===== src/rtl/dmem_pkg.sv =====
// ============================================================================
// Module : dmem_pkg
// Brief  : Size encodings, sequencer state and access legality check shared
//          by the data-memory port logic.
// Rev    : 1.0
// ============================================================================
`default_nettype none

package dmem_pkg;

    localparam logic [2:0] SZ_B  = 3'b000;
    localparam logic [2:0] SZ_H  = 3'b001;
    localparam logic [2:0] SZ_W  = 3'b010;
    localparam logic [2:0] SZ_BU = 3'b100;
    localparam logic [2:0] SZ_HU = 3'b101;

    typedef enum logic [0:0] {
        ST_IDLE   = 1'b0,
        ST_ACCESS = 1'b1
    } state_t;

    // Only the two address LSBs matter for natural alignment.
    function automatic logic dmem_access_err(input logic       write,
                                             input logic [2:0] size,
                                             input logic [1:0] addr);
        logic r;
        case (size)
            SZ_B:    r = 1'b0;
            SZ_BU:   r = write;
            SZ_H:    r = addr[0];
            SZ_HU:   r = write | addr[0];
            SZ_W:    r = (addr != 2'b00);
            default: r = 1'b1;
        endcase
        return r;
    endfunction

endpackage

`default_nettype wire


===== src/rtl/rr_arb2.sv =====
// ============================================================================
// Module : rr_arb2
// Brief  : Two-way round-robin grant; prio names the port that wins a tie.
// Rev    : 1.0
// ============================================================================
`default_nettype none

module rr_arb2 (
    input  logic en,
    input  logic req0,
    input  logic req1,
    input  logic prio,
    output logic gnt0,
    output logic gnt1
);

    assign gnt0 = en & req0 & (~req1 | ~prio);
    assign gnt1 = en & req1 & (~req0 |  prio);

endmodule

`default_nettype wire


===== src/rtl/dmem_port_arbiter.sv =====
// ============================================================================
// Module : dmem_port_arbiter
// Brief  : Shares the data-memory port between two valid/ready requesters,
//          one registered access every two cycles with a one-cycle response.
// Rev    : 1.0
// ============================================================================
`default_nettype none

module dmem_port_arbiter
    import dmem_pkg::*;
#(
    parameter int DATA_WIDTH = 32,
    parameter int ADDR_WIDTH = 12
) (
    input  logic                  clk,
    input  logic                  rst_n,

    input  logic                  m0_req_valid,
    output logic                  m0_req_ready,
    input  logic                  m0_req_write,
    input  logic [2:0]            m0_req_size,
    input  logic [ADDR_WIDTH-1:0] m0_req_addr,
    input  logic [DATA_WIDTH-1:0] m0_req_wdata,
    output logic                  m0_rsp_valid,
    output logic [DATA_WIDTH-1:0] m0_rsp_rdata,
    output logic                  m0_rsp_err,

    input  logic                  m1_req_valid,
    output logic                  m1_req_ready,
    input  logic                  m1_req_write,
    input  logic [2:0]            m1_req_size,
    input  logic [ADDR_WIDTH-1:0] m1_req_addr,
    input  logic [DATA_WIDTH-1:0] m1_req_wdata,
    output logic                  m1_rsp_valid,
    output logic [DATA_WIDTH-1:0] m1_rsp_rdata,
    output logic                  m1_rsp_err,

    output logic [2:0]            mem_size,
    output logic [ADDR_WIDTH-1:0] mem_addr,
    output logic [DATA_WIDTH-1:0] mem_wdata,
    output logic                  mem_write,
    input  logic [DATA_WIDTH-1:0] mem_rdata
);

    state_t                r_state;
    state_t                w_state_next;
    logic                  r_prio;

    logic                  r_cmd_write;
    logic                  r_cmd_owner;
    logic                  r_cmd_err;
    logic [2:0]            r_cmd_size;
    logic [ADDR_WIDTH-1:0] r_cmd_addr;
    logic [DATA_WIDTH-1:0] r_cmd_wdata;

    logic                  r_rsp_valid;
    logic                  r_rsp_owner;
    logic                  r_rsp_err;
    logic [DATA_WIDTH-1:0] r_rsp_rdata;

    logic                  w_idle;
    logic                  w_access;
    logic                  w_gnt0;
    logic                  w_gnt1;
    logic                  w_accept;
    logic                  w_sel_write;
    logic [2:0]            w_sel_size;
    logic [ADDR_WIDTH-1:0] w_sel_addr;
    logic [DATA_WIDTH-1:0] w_sel_wdata;

    assign w_idle   = (r_state == ST_IDLE);
    assign w_access = (r_state == ST_ACCESS);

    rr_arb2 u_arb (
        .en   (w_idle),
        .req0 (m0_req_valid),
        .req1 (m1_req_valid),
        .prio (r_prio),
        .gnt0 (w_gnt0),
        .gnt1 (w_gnt1)
    );

    assign w_accept    = w_gnt0 | w_gnt1;
    assign w_sel_write = w_gnt1 ? m1_req_write : m0_req_write;
    assign w_sel_size  = w_gnt1 ? m1_req_size  : m0_req_size;
    assign w_sel_addr  = w_gnt1 ? m1_req_addr  : m0_req_addr;
    assign w_sel_wdata = w_gnt1 ? m1_req_wdata : m0_req_wdata;

    always_ff @(posedge clk or negedge rst_n) begin
        if (!rst_n) begin
            r_state <= ST_IDLE;
        end else begin
            r_state <= w_state_next;
        end
    end

    always_comb begin
        w_state_next = r_state;
        case (r_state)
            ST_IDLE:   if (w_accept) w_state_next = ST_ACCESS;
            ST_ACCESS: w_state_next = ST_IDLE;
            default:   w_state_next = ST_IDLE;
        endcase
    end

    // Command register: legality is resolved at acceptance so ACCESS only gates.
    always_ff @(posedge clk or negedge rst_n) begin
        if (!rst_n) begin
            r_prio      <= 1'b0;
            r_cmd_write <= 1'b0;
            r_cmd_owner <= 1'b0;
            r_cmd_err   <= 1'b0;
            r_cmd_size  <= '0;
            r_cmd_addr  <= '0;
            r_cmd_wdata <= '0;
        end else if (w_accept) begin
            r_prio      <= ~w_gnt1;
            r_cmd_write <= w_sel_write;
            r_cmd_owner <= w_gnt1;
            r_cmd_err   <= dmem_access_err(w_sel_write, w_sel_size, w_sel_addr[1:0]);
            r_cmd_size  <= w_sel_size;
            r_cmd_addr  <= w_sel_addr;
            r_cmd_wdata <= w_sel_wdata;
        end
    end

    always_ff @(posedge clk or negedge rst_n) begin
        if (!rst_n) begin
            r_rsp_valid <= 1'b0;
            r_rsp_owner <= 1'b0;
            r_rsp_err   <= 1'b0;
            r_rsp_rdata <= '0;
        end else begin
            r_rsp_valid <= w_access;
            if (w_access) begin
                r_rsp_owner <= r_cmd_owner;
                r_rsp_err   <= r_cmd_err;
                r_rsp_rdata <= (r_cmd_write | r_cmd_err) ? '0 : mem_rdata;
            end
        end
    end

    assign m0_req_ready = w_gnt0;
    assign m1_req_ready = w_gnt1;

    assign mem_size  = r_cmd_size;
    assign mem_addr  = r_cmd_addr;
    assign mem_wdata = r_cmd_wdata;
    assign mem_write = w_access & r_cmd_write & ~r_cmd_err;

    assign m0_rsp_valid = r_rsp_valid & ~r_rsp_owner;
    assign m1_rsp_valid = r_rsp_valid &  r_rsp_owner;
    assign m0_rsp_err   = m0_rsp_valid & r_rsp_err;
    assign m1_rsp_err   = m1_rsp_valid & r_rsp_err;
    assign m0_rsp_rdata = m0_rsp_valid ? r_rsp_rdata : '0;
    assign m1_rsp_rdata = m1_rsp_valid ? r_rsp_rdata : '0;

endmodule

`default_nettype wire


===== config.mk =====
export PLATFORM = sky130hd
export DESIGN_NAME = dmem_port_arbiter
export DESIGN_NICKNAME = d
export VERILOG_FILES = /design/src/rtl/dmem_pkg.sv /design/src/rtl/rr_arb2.sv /design/src/rtl/dmem_port_arbiter.sv
export SDC_FILE = /design/constraint.sdc
export NUM_CORES = 1
export LEC_CHECK = 0
export ABC_AREA = 1
export CAP_MARGIN = 10
export CORE_ASPECT_RATIO = 1.75
export CORE_MARGIN = 1
export CORE_UTILIZATION = 41
export DETAILED_ROUTE_END_ITERATION = 6
export PLACE_DENSITY = 0.92
export SLEW_MARGIN = 0
export SYNTH_ARGS = -nofsm -noshare
export SYNTH_HDL_FRONTEND = slang
export SYNTH_SLANG_ARGS = --single-unit

===== constraint.sdc =====
create_clock -name clk -period 4.5 [get_ports clk]
set_clock_uncertainty 0.15 [all_clocks]
set_input_delay 0.9 -clock clk [delete_from_list [all_inputs] [get_ports clk]]
set_output_delay 0.9 -clock clk [all_outputs]
set_load 0.03 [all_outputs]

==> flow_results.org, run 1 <==
** Run status
- Outcome :: finished, final reports clean

** STA
- Sum of negative setup slack :: 0 ns
- For the pin with the worst max-slew slack, the measured transition is 1.16 ns.
- Setup violations remaining at the end of the flow were counted as 0.
- Final hold violation count :: 0
- Static timing analysis puts the maximum clock frequency at 262 MHz.
- The worst path needs 3.82 ns of the cycle, external delays included.
- Setup repair after global routing left no endpoint under its margin.
- The worst pin sits at a relative slew slack of 22.4%.
- The max-slew violation total from the final report was 0.
- The worst path uses 84.9% of the clock period.

** Worst setup path
- Critical Path End Type :: primary output
- Total buffers and inverters traversed by the critical path :: 4
- Launch point of the worst reg-to-reg path :: r_state
- Cells on worst reg2reg path :: 10
- Critical Path Most Common Cell :: sky130_fd_sc_hd__clkdlybuf4s50_1
- STA puts the critical path data required time at 3.45 ns.
- Critical path startpoint :: m1_req_valid
- Cell Chain, Critical Path :: clkdlybuf4s50_1 > inv_1 > nor2_4 > nand2_4 > clkinv_1 > clkdlybuf4s50_1
- Classification of the worst setup path :: primary input to primary output
- Counting buffers and inverters, the worst setup path is 6 cells deep.
- In this design, the stage delay of the slowest critical-path cell is 0.71 ns.
- Highest-delay cell along the critical path :: sky130_fd_sc_hd__clkdlybuf4s50_1
- Data arrival, critical path :: 2.77 ns
- In this run the worst path has a maximum fanout of 30.
- Kind of cell adding the most delay to the critical path :: buffers and inverters
- Crit start category :: primary input

** Clock network
- Number of buffers added for setup after CTS :: 0
- CTS sink cnt :: 87
- Number of CTS-inserted buffers :: 9
- Clock-pin slew was measured on the worst setup and hold paths at 0.06 ns.
- CTS placed an instance of sky130_fd_sc_hd__clkbuf_16 at the clock tree root.
- In this run, post-CTS hold repair placed 0 buffers.
- For the worst-skew pair, the clock arrives at the later sink with an insertion delay of 0.33 ns.
- After clock tree synthesis, the repair step resized 0 gates.
- TritonCTS built the clock tree.
- CTS max path bufs :: 2
- Clock H-tree levels :: 3

** Power
- The analysis attributes to cell leakage a power of 2.90 nW.
- Sequential cells burn 30.8% of the power.
- Switching share of power :: 44.0%
- Part of the power in combinational logic :: 53.3%
- Across the VDD grid, the largest voltage drop is 0.314 mV.
- In this run the power spent charging and discharging nets is 1.90 mW.
- Part of the total power dissipated in the clock network :: 15.9%
- The internal power of the cells totals 2.42 mW.
- Overall power after layout :: 4.32 mW
- Total power per unit cell area :: 624 nW/µm²

** GRT
- Vias in the first global route :: 4375
- The first global-routing pass estimated 20700 µm of wire.
- Entering global routing, the biggest net connects 88 pins.
- Summed over all layers, the global routing overflow is 0.
- All-Layer GR Usage :: 25.3%
- The initial antenna violation count is 0.

** Floorplanning
- Standard-cell rows :: 48
- Measured along the x axis, the die boundary spans 78.1 µm.
- I/O pin total :: 250
- Once the floorplan was initialized, standard cells occupied 42.2% of the core.
- Measured along the y axis, the die boundary spans 135 µm.
- Core Region :: 9850 µm²
- Die Area :: 10600 µm²

** Finish
- Layout cell share with drive strength beyond 1 :: 3.86%
- 0 antenna diodes ended up in the layout.
- At the end of the flow, the number of nets in the layout was 879.
- Final core utilization :: 70.3%
- Relative area change from synthesis to final layout :: 66.6%

** Logic synthesis
- Count of distinct cell types in the synthesized netlist :: 21
- After synthesis, the largest area contributor takes up 52.4% of total cell area.
- Simple-gate portion of the synthesized area :: 30.5%
- During synthesis, Yosys emitted a total of 0 warnings.
- After Yosys synthesis, XOR and XNOR cells account for 0% of the synthesized area.
- The synthesized design spends more area on one cell type than any other, namely sky130_fd_sc_hd__dfrtp_1.
- Yosys reg bits :: 87
- Cells taking the most area after synthesis :: sky130_fd_sc_hd__dfrtp_1, sky130_fd_sc_hd__nand2_1, sky130_fd_sc_hd__nor2_1
- Averaged over all synthesized cells, the footprint is 8.07 µm².
- Part of the Yosys area used for sequential elements :: 52.4%
- Main combinational cell family by area after synthesis :: simple AND/OR/NAND/NOR gates
- Multiplexer cells account for 0% of the synthesized area.
- The number of nets in the synthesized netlist is 647.
- Cells after synthesis :: 515
- Summing the areas of all compound-gate instances in the mapped netlist gives 8.64% of the synthesized area.
- Summing every instance area after synthesis gives 4160 µm².
- After Yosys synthesis, full adders, half adders and majority gates account for 0% of the synthesized area.

** Placed design
- Detailed placement finished with a half-perimeter wire length of 10100 µm.
- In this run the tool buffered the top-level ports with 249 buffer cells.
- RD Place Congestion :: 0.801

** Route
- First-iteration detailed-routing DRC count :: 237
- The routed design has 13500 µm of wire.
- Via-to-Cell Ratio :: 5.06
- Vias post-DR :: 4434
- For this run, the detailed router's first-pass iteration total came to 7.
- For this run, design rule violations remaining after detail routing come to 0.
- Detail Route Antenna Nets :: 0
- Wire per inst :: 15.3 µm

** Job
- Across the run, the number of max-cap violations was 0.

** Worst hold path
- Tightest Hold Check Type :: register to register
- Hold Path Stages :: 2
- In this run the most critical hold path is launched from r_cmd_owner.
-- registers in the layout, summed over array words and instances (netlist names) --
signal	count
r_cmd_owner	1
r_rsp_rdata	32
r_state	1
r_rsp_err	1
r_cmd_err	1
mem_size	3
r_rsp_valid	1
mem_addr	12
mem_wdata	32
r_cmd_write	1
r_rsp_owner	1
r_prio	1
-- worst min-delay path: stages, from the launching register on --
cell and delay, ns:
sky130_fd_sc_hd__dfrtp_1 0.34, sky130_fd_sc_hd__nand2_1 0.06, sky130_fd_sc_hd__nand2_1 0.05
-- stage by stage --
stage	worst slack, ns	hold slack [ns]	instance area (µm²)	std cells
final	0.679	0.331	6930	877
after global routing	0.611	0.356	6930	877
after CTS	0.665	0.334	6920	876
after detailed placement	0.673	0.318	6640	860
after global placement	0.693	0.308	6640	860
after floorplan	1.92	0.224	4160	515
-- placed cells by master (no fill, tap or decap) --
master                            netlist  layout
sky130_fd_sc_hd__clkdlybuf4s50_1        0     248
sky130_fd_sc_hd__nand2_1              130     130
sky130_fd_sc_hd__nor2_1                95      94
sky130_fd_sc_hd__dfrtp_1               87      87
sky130_fd_sc_hd__inv_1                 39      39
sky130_fd_sc_hd__o21ai_0               34      34
sky130_fd_sc_hd__nand3b_1              31      31
sky130_fd_sc_hd__nand3_1               29      29
sky130_fd_sc_hd__a31oi_1               25      25
sky130_fd_sc_hd__clkbuf_16              0       9
sky130_fd_sc_hd__buf_4                  1       4
sky130_fd_sc_hd__inv_2                  3       3
sky130_fd_sc_hd__nand2_2                2       2
sky130_fd_sc_hd__nand2_4                2       2
sky130_fd_sc_hd__clkbuf_8               0       2
sky130_fd_sc_hd__clkbuf_1              13       2
sky130_fd_sc_hd__clkinv_2               0       2
sky130_fd_sc_hd__nor2_4                 1       1
sky130_fd_sc_hd__clkinv_1               1       1
sky130_fd_sc_hd__a21oi_4                1       1
sky130_fd_sc_hd__nor2_2                 0       1
sky130_fd_sc_hd__o21ai_1                1       1
sky130_fd_sc_hd__a21oi_1                1       1
sky130_fd_sc_hd__o22ai_1                1       1
sky130_fd_sc_hd__clkinvlp_4             0       1
sky130_fd_sc_hd__buf_6                  7       1
-- final timing paths --
check | slack (ns) | endpoint
worst max-delay path | 0.68 | m1_req_ready
worst min-delay path | 0.33 | r_cmd_owner
worst max register to register | 1.98 | mem_wdata[28]
worst min register to register | 0.33 | r_cmd_owner
max in group asynchronous | 2.86 | r_rsp_rdata[3]
min in group asynchronous | 0.61 | r_rsp_rdata[16]
-- routing by layer --
metal | routed length [µm] | vias up | part of all wire, % | GRT usage, %
met2 | 7170 | 233 | 53 | 45.8
met3 | 938 | 42 | 7.0 | 6.46
met1 | 4720 | 2062 | 35 | 25.9
met4 | 627 | 0 | 4.7 | 14.4
met5 | 0 | - | 0 | 0
li1 | - | 2097 | - | -
-- cell usage after synthesis --
master and number:
sky130_fd_sc_hd__a21oi_4 1, sky130_fd_sc_hd__nand3_1 29, sky130_fd_sc_hd__nand3b_1 31, sky130_fd_sc_hd__buf_2 11, sky130_fd_sc_hd__o21ai_1 1, sky130_fd_sc_hd__a21oi_1 1, sky130_fd_sc_hd__clkinv_1 1, sky130_fd_sc_hd__nor2_1 95
sky130_fd_sc_hd__a31oi_1 25, sky130_fd_sc_hd__buf_6 7, sky130_fd_sc_hd__nand2_4 2, sky130_fd_sc_hd__nor2_4 1, sky130_fd_sc_hd__o21ai_0 34, sky130_fd_sc_hd__clkbuf_1 13, sky130_fd_sc_hd__buf_4 1, sky130_fd_sc_hd__nand2_2 2
sky130_fd_sc_hd__nand2_1 130, sky130_fd_sc_hd__o22ai_1 1, sky130_fd_sc_hd__dfrtp_1 87, sky130_fd_sc_hd__inv_1 39, sky130_fd_sc_hd__inv_2 3
-- layout make-up --
| class | instances | area, µm² |
|---|---|---|
| Clock buffer | 13 | 260 |
| Clock inverter | 3 | 17.5 |
| Fill cell | 780 | 2920 |
| Inverter | 43 | 161 |
| Multi-Input combinational cell | 353 | 1630 |
| Sequential cell | 87 | 2180 |
| Tap cell | 125 | 156 |
| Timing Repair Buffer | 253 | 2520 |
-- power groups by stage --
stage | Sequential (mW) | Combinational (mW) | Clock (mW)
2_1_floorplan | 1.71 | 1.01 | 0
3_3_place_gp | 1.32 | 2.23 | 0
3_5_place_dp | 1.34 | 2.30 | 0
4_1_cts | 1.33 | 2.30 | 0.706
5_1_grt | 1.37 | 2.46 | 0.737
6_report | 1.33 | 2.30 | 0.686
-- cells by family (layout without fill, tap and decap cells) --
| kind of cell | Yosys count | after routing |
|---|---|---|
| AND/OR/NAND/NOR | 290 | 290 |
| flip-flops | 87 | 87 |
| buffers and inverters | 75 | 312 |
| AO/OA/AOI/OAI | 63 | 63 |
(Power assumes the default switching activity.)
==> run 2, diff against run 1 <==
--- a/config.mk
+++ b/config.mk
@@ -9,9 +9,9 @@
 export CAP_MARGIN = 10
 export CORE_ASPECT_RATIO = 1.75
 export CORE_MARGIN = 1
-export CORE_UTILIZATION = 41
+export CORE_UTILIZATION = 34
 export DETAILED_ROUTE_END_ITERATION = 6
-export PLACE_DENSITY = 0.92
+export PLACE_DENSITY = 0.82
 export SLEW_MARGIN = 0
 export SYNTH_ARGS = -nofsm -noshare
 export SYNTH_HDL_FRONTEND = slang
==> constraint.sdc (replaced) <==
create_clock -name clk -period 3.4 [get_ports clk]
set_clock_uncertainty 0.15 [all_clocks]
set_input_delay 0.68 -clock clk [delete_from_list [all_inputs] [get_ports clk]]
set_output_delay 0.68 -clock clk [all_outputs]
set_load 0.03 [all_outputs]
==> run 2 against run 1 <==
Via count down 5.2%. Sequential share of layout area decreased by 0.43 points. Critical endpoint unchanged. Clock-buffer cell count fell by 3. Largest cell class unchanged. Setup slack got worse by 0.41 ns.
==> flow_results.org, run 2 (synthesis gave the netlist of run 1 again) <==
** Run status
- Outcome :: finished, final reports clean

** GRT
- Vias in the first global route :: 3975
- Maximum number of pins on one net before global-route repair :: 88
- Overflow after GRT :: 0
- Global-route wire length before repair :: 20500 µm
- Antenna violations before repair :: 0
- All-Layer GR Usage :: 20.7%

** Route
- First-iteration detailed-routing DRC count :: 142
- For this run, design rule violations remaining after detail routing come to 0.
- In this run the remaining antenna-violating nets after routing total 0.
- In the final routed layout, each cell accounts on average for 14.4 µm.
- The pre-antenna-repair detailed-routing pass consisted of 4 iterations.
- The routed design has 12900 µm of wire.
- Using the TritonRoute via totals, the vias-per-cell ratio works out to 4.70.
- Vias post-DR :: 4203

** Clock network
- Count of cells resized by post-cts repair :: 0
- The clock net in this run drives a total of 87 sinks.
- TritonCTS built the clock tree.
- Number of CTS-inserted buffers :: 9
- Clock latency at the later pin of the worst-skew pair :: 0.33 ns
- CTS built an H-tree with a depth of 3.
- CTS placed an instance of sky130_fd_sc_hd__clkbuf_16 at the clock tree root.
- For this design, the CTS-stage hold fixing added 0 buffers.
- Clock transition at the register clock pins on the worst setup and hold paths after CTS :: 0.07 ns
- Counting along the longest clock path gives a buffer depth of 2.
- Once the clock tree was built, the setup fixing pass inserted 0 buffers.

** Floorplanning
- Starting density of the core :: 34.8%
- I/O pin total :: 250
- The core region is 11900 µm².
- Standard-cell rows :: 53
- Height of the chip :: 148 µm
- Die outline width :: 85.6 µm
- The die covers 12700 µm².

** STA
- Based on the critical path, the design can be clocked at up to 320 MHz.
- The max-slew violation total from the final report was 0.
- Fin crit share :: 92.0%
- RSZ-0062 raised after global routing :: false
- The count of final hold-check violations came to 0.
- The worst pin sits at a relative slew slack of 67.7%.
- Slew of the pin with the lowest slew margin :: 0.484 ns
- Clock period minus worst slack :: 3.13 ns
- The worst path meets setup with 0.271 ns of slack.
- Sum of negative setup slack :: 0 ns
- Setup violations remaining at the end of the flow were counted as 0.

** Placed design
- Before CTS, the worst setup slack after placement is 0.258 ns.
- Instance area at placement :: 6720 µm²
- RD Place Congestion :: 0.842
- Input and output buffers added on the ports amount to 249.
- Once detailed placement completed, the half-perimeter wirelength came to 9470 µm.

** Finish
- The net count of the finished layout is 885.
- The layout has 1075 filler cells.
- Layout cell share with drive strength beyond 1 :: 5.01%
- Multi-input gate area in the final layout :: 1630 µm²
- Most frequent cells in the layout :: sky130_fd_sc_hd__clkdlybuf4s50_1, sky130_fd_sc_hd__nand2_1, sky130_fd_sc_hd__nor2_1
- The finished cells cover 7020 µm².
- The number of antenna diodes in the final layout is 0.
- The library cell used most frequently in the layout, excluding fill and tap cells, is sky130_fd_sc_hd__clkdlybuf4s50_1.
- Flip-flop and latch area :: 2180 µm²
- From synthesis to final layout, the design area changed by 69.0%.

** Worst setup path
- Crit start category :: primary input
- Endpoint required time on the critical path :: 2.57 ns
- For this design, the slowest cell found on the critical path is sky130_fd_sc_hd__clkdlybuf4s50_1.
- Critical Path End Type :: primary output
- The largest single stage delay on the critical path is 0.70 ns.
- In this run the worst setup path begins at m1_req_valid.
- Classification of the worst setup path :: primary input to primary output
- Data arrival, critical path :: 2.30 ns
- Walking the worst path, the cells encountered are clkdlybuf4s50_1 > inv_1 > nor2_4 > nand2_4 > clkinv_1 > clkdlybuf4s50_1.
- In this run the critical register-to-register path is launched from r_prio.
- Grouping stages by cell kind, the critical path spends the most delay in buffers and inverters.
- Biggest fanout along the worst timing path :: 7
- Critical Path Most Common Cell :: sky130_fd_sc_hd__clkdlybuf4s50_1
- The critical path contains buffers and inverters numbering 4 combined.

** Power
- Overall power after layout :: 5.81 mW
- Static leakage :: 2.95 nW
- Across the VDD grid, the largest voltage drop is 0.448 mV.
- Dividing total power by cell area gives a power density of 827 nW/µm².

** Worst hold path
- The path class of the tightest hold or removal check is primary input to async pin.

** Job
- Max cap viols :: 0
==> run 2: per-stage QoR <==
step	instances	util [%]	hold slack [ns]
global route	895	58.8	0.256
global placement	879	56.3	0.309
CTS	895	58.8	0.249
finish	895	58.8	0.229
floorplan	515	-	0.224
detailed placement	879	56.3	0.318
==> run 2: path summary, 6_finish.rpt <==
path	endpoint	slack, ns	depth (start not counted)
min in group clk	mem_wdata[6]	0.33	2
max	m1_req_ready	0.27	6
min	mem_addr[3]	0.23	2
min reg2reg	mem_wdata[6]	0.33	2
max in group asynchronous	mem_addr[1]	2.48	2
max reg2reg	mem_addr[5]	1.29	8
==> run 2: where the power goes <==
| part | total (mW) | switching (mW) | internal [mW] |
|---|---|---|---|
| Clock | 1.00 | 0.408 | 0.593 |
| Sequential | 1.72 | 0.217 | 1.50 |
| Combinational | 3.09 | 1.90 | 1.19 |
| Total | 5.81 | 2.52 | 3.29 |
==> run 2: area by class of cell <==
type	instances	area share, %
clock buffer	10	3.40
tap	137	2.44
sequential	87	31.0
inverter	43	2.30
multi-input combinational	353	23.2
clock inverter	6	0.980
timing repair buffer	259	36.7
==> run 2: worst register-to-register path, delay by kind of cell (launching register included) <==
family | cells | cell delay, ns
buf+inv | 3 | 0.83
flops | 1 | 0.41
simple gates | 5 | 0.68
==> run 2: per-layer routing <==
layer  vias up  track usage (%)  routed length (µm)
li1       2105                -                   -
met1      1918             24.2                5010
met2       150             36.5                6830
met3        30             3.83                 592
met4         0             9.33                 463
met5         -                0                   0
